## config.mk

```make
export PLATFORM = sky130hd
export DESIGN_NAME = ksa
export DESIGN_NICKNAME = d
export VERILOG_FILES = /design/src/rtl/ksa.sv
export SDC_FILE = /design/constraint.sdc
export NUM_CORES = 1
export LEC_CHECK = 0
export ABC_AREA = 1
export CELL_PAD_IN_SITES_DETAIL_PLACEMENT = 1
export CELL_PAD_IN_SITES_GLOBAL_PLACEMENT = 1
export CORE_MARGIN = 2
export CORE_UTILIZATION = 43
export DETAILED_ROUTE_END_ITERATION = 10
export MAX_ROUTING_LAYER = met4
export PLACE_DENSITY_LB_ADDON = 0.1
export SKIP_CTS_REPAIR_TIMING = 1
export SLEW_MARGIN = 20
export SYNTH_ARGS = -nofsm -noshare
export SYNTH_HDL_FRONTEND = slang
export SYNTH_SLANG_ARGS = --single-unit
```

## constraint.sdc

```tcl
create_clock -name clk -period 10.4 [get_ports clk]
set_input_delay 3.12 -clock clk [delete_from_list [all_inputs] [get_ports clk]]
set_output_delay 3.12 -clock clk [all_outputs]
set_load 0.01 [all_outputs]
```

## src/rtl/ksa.sv

```systemverilog
// ARC4 key-schedule engine: swaps S[i] and S[j] in an external S memory that has been pre-initialised to S[i]=i.
// Optional build macro KSA_SAME_IDX_SKIP_EN skips the read-back/write pair whenever the new j equals i.
module ksa #(
   parameter int unsigned KEY_LEN = 3
) (
   input  logic                   clk,
   input  logic                   rst_n,
   input  logic                   en,
   output logic                   rdy,
   input  logic [8*KEY_LEN-1:0]   key,
   output logic [7:0]             addr,
   input  logic [7:0]             rddata,
   output logic [7:0]             wrdata,
   output logic                   wren
);

   typedef enum logic [2:0] {
      IDLE,
      RD_I,
      RD_J,
      LATCH_J,
      WR_I,
      WR_J
   } state_t;

   state_t               state_q, state_d;
   logic [7:0]           i_q, i_d;
   logic [7:0]           j_q, j_d;
   logic [7:0]           si_q, si_d;
   logic [7:0]           sj_q, sj_d;
   logic [1:0]           k_q, k_d;
   logic [8*KEY_LEN-1:0] key_q, key_d;

   logic [7:0]           key_byte;
   logic [7:0]           j_new;
   logic [1:0]           k_next;
   logic                 last_i;

   always_comb begin
      key_byte = '0;
      case (k_q)
         2'd0:    key_byte = key_q[8*KEY_LEN-1 -: 8];
         2'd1:    key_byte = key_q[8*KEY_LEN-9 -: 8];
         default: key_byte = key_q[8*KEY_LEN-17 -: 8];
      endcase
   end

   assign j_new  = j_q + rddata + key_byte;
   assign k_next = (k_q == 2'd2) ? 2'd0 : k_q + 2'd1;
   assign last_i = (i_q == 8'hFF);
   assign rdy    = (state_q == IDLE);

   always_comb begin
      state_d = state_q;
      i_d     = i_q;
      j_d     = j_q;
      si_d    = si_q;
      sj_d    = sj_q;
      k_d     = k_q;
      key_d   = key_q;
      addr    = '0;
      wrdata  = '0;
      wren    = 1'b0;

      case (state_q)
         IDLE: begin
            if (en) begin
               key_d   = key;
               i_d     = '0;
               j_d     = '0;
               k_d     = '0;
               state_d = RD_I;
            end
         end
         RD_I: begin
            addr    = i_q;
            state_d = RD_J;
         end
         RD_J: begin
            si_d    = rddata;
            addr    = j_new;
            j_d     = j_new;
            state_d = LATCH_J;
`ifdef KSA_SAME_IDX_SKIP_EN
            // Swapping S[i] with itself is a no-op, so jump straight to the index advance.
            if (j_new == i_q) begin
               k_d = k_next;
               if (last_i) begin
                  state_d = IDLE;
               end else begin
                  i_d     = i_q + 8'd1;
                  state_d = RD_I;
               end
            end
`endif
         end
         LATCH_J: begin
            sj_d    = rddata;
            addr    = j_q;
            state_d = WR_I;
         end
         WR_I: begin
            addr    = i_q;
            wrdata  = sj_q;
            wren    = 1'b1;
            state_d = WR_J;
         end
         WR_J: begin
            addr   = j_q;
            wrdata = si_q;
            wren   = 1'b1;
            k_d    = k_next;
            if (last_i) begin
               state_d = IDLE;
            end else begin
               i_d     = i_q + 8'd1;
               state_d = RD_I;
            end
         end
         default: state_d = IDLE;
      endcase
   end

   always_ff @(posedge clk or negedge rst_n) begin
      if (!rst_n) begin
         state_q <= IDLE;
         i_q     <= '0;
         j_q     <= '0;
         si_q    <= '0;
         sj_q    <= '0;
         k_q     <= '0;
         key_q   <= '0;
      end else begin
         state_q <= state_d;
         i_q     <= i_d;
         j_q     <= j_d;
         si_q    <= si_d;
         sj_q    <= sj_d;
         k_q     <= k_d;
         key_q   <= key_d;
      end
   end

endmodule

```

==> impl_results.md, run 1 <==
- Status: completed
- Crit path time final: 9.002 ns
- CP max FO: 3
- Port Buffer Count: 52
- Multi-input gate area: around 1500 µm²
- Worst reg2reg path depth: 15
- Synthesis Warnings: 0
- Global-route wire length before repair: 14660 µm
- RSZ-0062 raised after global routing: false
- Critical path data required time: 7.28 ns
- Internal power: 807.3 µW
- DP HPWL: 6194 µm
- Complex-gate fraction of the synthesized area: 11.02%
- Reg power frac: 29.0%
- H-tree depth: 3
- Maximum clock frequency: 0.1111 GHz
- Clk sink count: 61
- Library cells used by synthesis: 30
- DIE AREA: 8569 µm²
- Period utilization: 86.55%
- Post-Syn Nets: 467
- Clk_lat worst skew: 0.33 ns
- Most frequent cells in the layout: nand2_1, dfrtp_1, inv_1, clkdlybuf4s50_1, nand3_1
- Largest net degree at the start of global routing: 62
- Multiplexer area fraction after synthesis: 0%
- Register bit total from synthesis: between 60 and 70
- Clk pin slew, worst setup/hold paths: ~0.06 ns
- Xor and xnor area share after synthesis: 1.039%
- Maxcap violations: 0
- Sw frac: a little over two fifths
- Critical Path Max Stage Delay: between 0.5 and 0.6 ns
- Non-Filler Instances: 579
- CTS tree: done
- PD cells: 344.3 nW/µm²
- Simple-gate area share of the yosys netlist: a little over a quarter
- First drt pass iteration count: 4
- Slowest cell on the critical path: clkdlybuf4s50_1
- CP dominant cell by count: inv_1
- Drt via density: 5.007
- Reg area: 1526 µm²
- Chip height: 92.57 µm
- Cell Count Post-Placement: 563
- Area growth syn-to-layout: 23.74%
- Hold Violations, Final: 0
- Tot Pwr: roughly 1400 µW
- Fin area: around 4200 µm²
- Total grt overflow: 0
- Flop2flop setup slack: 7.28 ns
- Synth Area in Adders: 7.344%
- Fraction of layout cells with a size suffix above 1: under 10%
- Critical path cell sequence: clkdlybuf4s50_1, inv_1, fa_1, inv_1, ha_1, inv_1, fa_1, inv_1, nand3_1, nand3_1, inv_1, nand2_1, nand3_1, nand2_1, clkdlybuf4s50_1
- Largest family of logic cells by synthesized area: simple AND/OR/NAND/NOR gates
- Hold WS: 0.4783 ns
- GPL Wtd Cong: about 0.82
- Synthesized instance count: 417
- Post-route ant nets: 0
- Seq/Total Area, Yosys: 45.25%
- Clock power frac: 16.6%
- Reg2reg end: j_q[7]
- Slew @ Worst Pin: 0.7914 ns
- Fill count: 957
- Clk buf depth: 2
- End point of the critical path: addr[7]
- Core ar.: 7647 µm²
- Max Clock Skew: 0.008817 ns
- VDD IR-drop max: 0.0001340 V
- Starting Density: 44.11%
- WP data arrival: 5.88 ns
- I/O Pins: between 50 and 60
- RR Startpoint: k_q[1]
- Final-report max-slew violation count: 0
- Crit path kind: primary input to output port
- GRT Total Usage: 22.40%
- Final setup fails: 0
- Horiz. Die Dim: 92.57 µm
- Hold Crit Class: flip-flop to flip-flop
- Average wire per standard cell: 14.44 µm
- FP Rows: 32
- Via count: 2899
- Cell Area, Synth: ~3400 µm²
- Vias in the first global route: 3139
- Initial DRC count: 106
- Static Leak: 0.002115 µW
- DRC: 0
- Crit end category: output port
- N_diodes: 0
- Rel. slew slack: 47.24%
- Num CTS Buffers: 9
- Syn avg cell area: roughly 8.1 µm²
- Crit path launch: rddata[1]
- Commonest non-fill, non-tap cell in the layout: nand2_1
- Fin Setup TNS: 0 ns
- Placed cell area: ~4000 µm²
- Root Driver: clkbuf_8
- Total Wirelength: 8359 µm
- Startpoint type of the worst setup path: primary input
- Combinational Power Share: 54.4%
- Initial antenna violation count: 0
- Sw power: 629.7 µW
- Final net count: 522
[Yosys cell counts, drive strengths merged]
library cell | number | area, µm²
o221ai | 4 | 35.03
a21oi | 9 | 45.04
o21ai | 25 | 125.1
ha | 7 | 87.58
xor2 | 3 | 26.28
dfrtp | 61 | 1526
nand3 | 25 | 125.1
a22o | 9 | 78.83
nor2 | 11 | 68.81
o21bai | 1 | 7.510
nand2 | 165 | 644.4
nand4 | 3 | 18.77
o22ai | 8 | 50.05
buf | 10 | 82.57
inv | 59 | 221.5
a22oi | 2 | 15.01
or2 | 1 | 6.260
fa | 8 | 160.2
xnor2 | 1 | 8.760
o211ai | 2 | 15.01
nor3 | 3 | 25.02
[flip-flops by register name, summed over array words and instances (netlist names)]
register / count
state_q: 3
i_q: 8
key_q: 24
sj_q: 8
j_q: 8
si_q: 8
k_q: 2
[power groups by stage]
| stage | registers, µW | clock network [µW] | logic (µW) |
|---|---|---|---|
| 2_1_floorplan | 396 | 0 | 563 |
| 3_3_place_gp | 418 | 0 | 751 |
| 3_5_place_dp | 423 | 0 | 778 |
| 4_1_cts | 419 | 244 | 792 |
| 5_1_grt | 432 | 251 | 904 |
| 6_report | 417 | 238 | 782 |
[worst min-delay path by stage]
| stage | startpoint | end | slack (ns) | cells after the start |
|---|---|---|---|---|
| 2_1_floorplan | key_q[9] | key_q[9] | 0.45 | 2 |
| 3_3_place_gp | key_q[11] | key_q[11] | 0.46 | 2 |
| 3_5_place_dp | key_q[14] | key_q[14] | 0.47 | 2 |
| 4_1_cts | key_q[11] | key_q[11] | 0.48 | 2 |
| 5_1_grt | key_q[11] | key_q[11] | 0.50 | 2 |
| 6_report | key_q[5] | key_q[5] | 0.48 | 2 |
[through the flow]
step	setup WS (ns)	utilization (%)
after global placement	1.396	51.64
after global routing	1.127	54.58
final	1.398	54.58
after detailed placement	1.360	51.64
after CTS	1.360	54.58
after floorplan	2.491	-
[worst max-delay path, delay by kind of cell]
family / cells / cell delay [ns]
buffers and inverters: 7 / 1.32
AND/OR/NAND/NOR: 5 / 0.38
adder cells (fa/ha/maj): 3 / 1.05
[kinds of logic (layout without fill, tap and decap cells)]
kind of cell / after synthesis / in the layout
simple gates: 208 / 208
buf+inv: 69 / 129
xor+xnor: 4 / 4
compound gates: 60 / 60
fa+ha+maj: 15 / 15
flops: 61 / 61
[area by class of cell]
| cell class | instances | share of cell area, % |
|---|---|---|
| inverters | 59 | 5.306 |
| multi-input cells | 287 | 36.96 |
| well taps | 102 | 3.058 |
| clock inverters | 4 | 1.679 |
| clock buffers | 12 | 3.717 |
| flip-flops and latches | 61 | 36.57 |
| repair buffers | 54 | 12.71 |
[per-layer routing]
layer / track usage, % / share of wire, % / vias to the layer above / wire length [µm]
li1: - / - / 1433 / -
met1: 26.87 / 44 / 1406 / 3702
met2: 38.75 / 51 / 49 / 4279
met3: 2.929 / 2.5 / 11 / 209
met4: 8.209 / 2.0 / 0 / 167
met5: - / 0 / - / 0
(Power assumes the default switching activity.)
==> run 2: changes to the inputs <==
- CAP_MARGIN: unset -> 20
==> results of run 2 <==
No change in the layout: final DEF, timing and power equal those of run 1.
==> edit (settings of run 2) <==
`i_q` no longer has a reset.
--- a/src/rtl/ksa.sv
+++ b/src/rtl/ksa.sv
@@ -124,7 +124,6 @@
    always_ff @(posedge clk or negedge rst_n) begin
       if (!rst_n) begin
          state_q <= IDLE;
-         i_q     <= '0;
          j_q     <= '0;
          si_q    <= '0;
          sj_q    <= '0;
@@ -132,7 +131,6 @@
          key_q   <= '0;
       end else begin
          state_q <= state_d;
-         i_q     <= i_d;
          j_q     <= j_d;
          si_q    <= si_d;
          sj_q    <= sj_d;
@@ -141,5 +139,9 @@
       end
    end
 
+   always_ff @(posedge clk) begin
+      i_q <= i_d;
+   end
+
 endmodule
 
Function: same outputs for any inputs over 10 cycles, from zero or initial values and one cycle with rst_n low; that may be too few to reach the edited logic, so the function may still have changed.
==> edit against run 2 <==
- power shrank 0.50%
- routed wire length is 3.2% higher
- design area is 1.4% lower
- synthesized area is 2.1% lower
- final cell count fell by 3.6%
- core utilization increased by 1.6 points
- hold slack worse by 0.0049 ns
- sequential cell count stayed put
- setup slack got worse by 0.058 ns
- critical path type unchanged
- critical endpoint unchanged
- largest cell class is now sequential cells
==> edit: results (changes against run 2) <==
initial antenna violation count 0 (unchanged); hold wc startpoint key_q[2]$_DFFE_PN0P_ (was key_q[5]$_DFFE_PN0P_); clk root buf clkbuf_8 (unchanged); Slowest Stage Delay on Critical Path 0.55 ns (was 0.53 ns); Total GRT Usage 0.233 (was 0.224); max_cap viols 0 (unchanged); Largest register FFs 24 (unchanged); Clock Path Buffers 2 (unchanged); xor and xnor area share after synthesis 0.00265 (was 0.0104); arrival time worst endpoint 5.94 ns (was 5.88 ns); M1 GR Usage 0.296 (was 0.269); filler cell count 885 (was 957); synthesized net count 451 (was 467); worst-case vdd ir drop 0.000112 V (was 0.000134 V); synth cell count leaders nand2_1, dfrtp_1, inv_1 (unchanged); GPL Wtd Cong 0.849 (was 0.819); first-pass GRT wire length 15,000 um (was 14,700 um); outcome finished, final reports clean (unchanged); synth unique cells 34 (was 30); register area share after synthesis 0.474 (was 0.453); min-delay worst type reg2reg (unchanged); layout cell share with drive strength beyond 1 0.0632 (was 0.0755); Placed Instance Area 0.00389 mm2 (was 0.00395 mm2); R2R Path End j_q[7]$_DFFE_PN0P_ (unchanged); Worst-Margin Slew 0.702 ns (was 0.791 ns); WL/cell 15.5 um (was 14.4 um); vias in the first global route 3,093 (was 3,139); fin nets 504 (was 522); largest net degree at the start of global routing 54 (was 62); top cells by area, synth dfrtp_1, nand2_1, edfxtp_1 (was dfrtp_1, nand2_1, inv_1); met2 global-route usage 0.379 (was 0.387); initial DRC count 132 (was 106); Most flops, register key_q (unchanged); complex-gate fraction of the synthesized area 0.112 (was 0.110); # DRC 0 (unchanged); worst-path maximum fanout 3 (unchanged); adder-cell share of the synthesized area 0.0750 (was 0.0734); Syn. warnings 0 (unchanged); DP HPWL 6290 um (was 6190 um); dominant synthesized flop cell dfrtp_1 (unchanged); asr flop ratio synth 0.869 (was 1.00); GRT met3 Usage 0.0370 (was 0.0293); Worst Reg-to-Reg Cells 14 (was 15); number of synthesized flops with an enable pin 8 (was 0); static leakage 2.02 nW (was 2.12 nW); antenna cell count 0 (unchanged); via count 2,901 (was 2,899); Final Skew 0.00876 ns (was 0.00882 ns); slowest stage cell, crit path clkdlybuf4s50_1 (unchanged); Hold EP key_q[2]$_DFFE_PN0P_ (was key_q[5]$_DFFE_PN0P_); Reg2Reg Launch Point k_q[1]$_DFFE_PN0P_ (unchanged); post-synthesis mux area share 0 (unchanged); reg2reg setup slack 7.33 ns (was 7.28 ns)
==> edit: how the worst max path moves through the flow <==
stage	endpoint	slack [ns]	startpoint	depth (start not counted)
after floorplan	addr[7]	2.47	rddata[1]	13
after global placement	addr[7]	1.37	rddata[1]	15
after detailed placement	addr[7]	1.30	rddata[1]	15
after CTS	addr[7]	1.30	rddata[1]	15
after global routing	addr[7]	1.14	rddata[1]	15
final	addr[7]	1.34	rddata[1]	15
==> edit: stage by stage <==
step	utilization	hold slack [ns]	setup slack, ns	total power [W]	instances
after floorplan	-	0.442	2.47	0.000942	401
after global placement	0.530	0.454	1.37	0.00116	542
after detailed placement	0.530	0.460	1.30	0.00119	542
after CTS	0.561	0.479	1.30	0.00144	558
after global routing	0.561	0.503	1.14	0.00158	558
final	0.561	0.473	1.34	0.00143	558
==> edit: critical path: cells and delay by family <==
family | cells | cell delay [ns]
fa+ha+maj | 3 | 1.03
buf+inv | 7 | 1.36
simple gates | 5 | 0.43
==> edit: final cells by class <==
cell class	instances	area, um2	area share
multi-input cells	280	1490	0.362
well taps	99	124	0.0301
clock buffers	12	176	0.0429
flip-flops and latches	61	1570	0.381
clock inverters	4	51.3	0.0125
inverters	49	184	0.0447
repair buffers	53	523	0.127
==> edit: logic make-up (layout without fill, tap and decap cells) <==
kind of cell	count (synthesis)	after routing
buffers and inverters	60	118
adder cells (fa/ha/maj)	15	15
flip-flops	61	61
AO/OA/AOI/OAI	59	59
XOR/XNOR	1	1
AND/OR/NAND/NOR	205	205
==> edit: layer usage <==
metal / wire length [um] / vias up
met5: 0 / -
met4: 204 / 0
met3: 360 / 16
met2: 4170 / 69
met1: 3890 / 1417
li1: - / 1399
==> edit: report_power, final <==
| group | switching, W | internal [W] |
|---|---|---|
| Clock | 0.0000967 | 0.000138 |
| Combinational | 0.000455 | 0.000306 |
| Sequential | 0.0000812 | 0.000353 |
| Total | 0.000633 | 0.000797 |
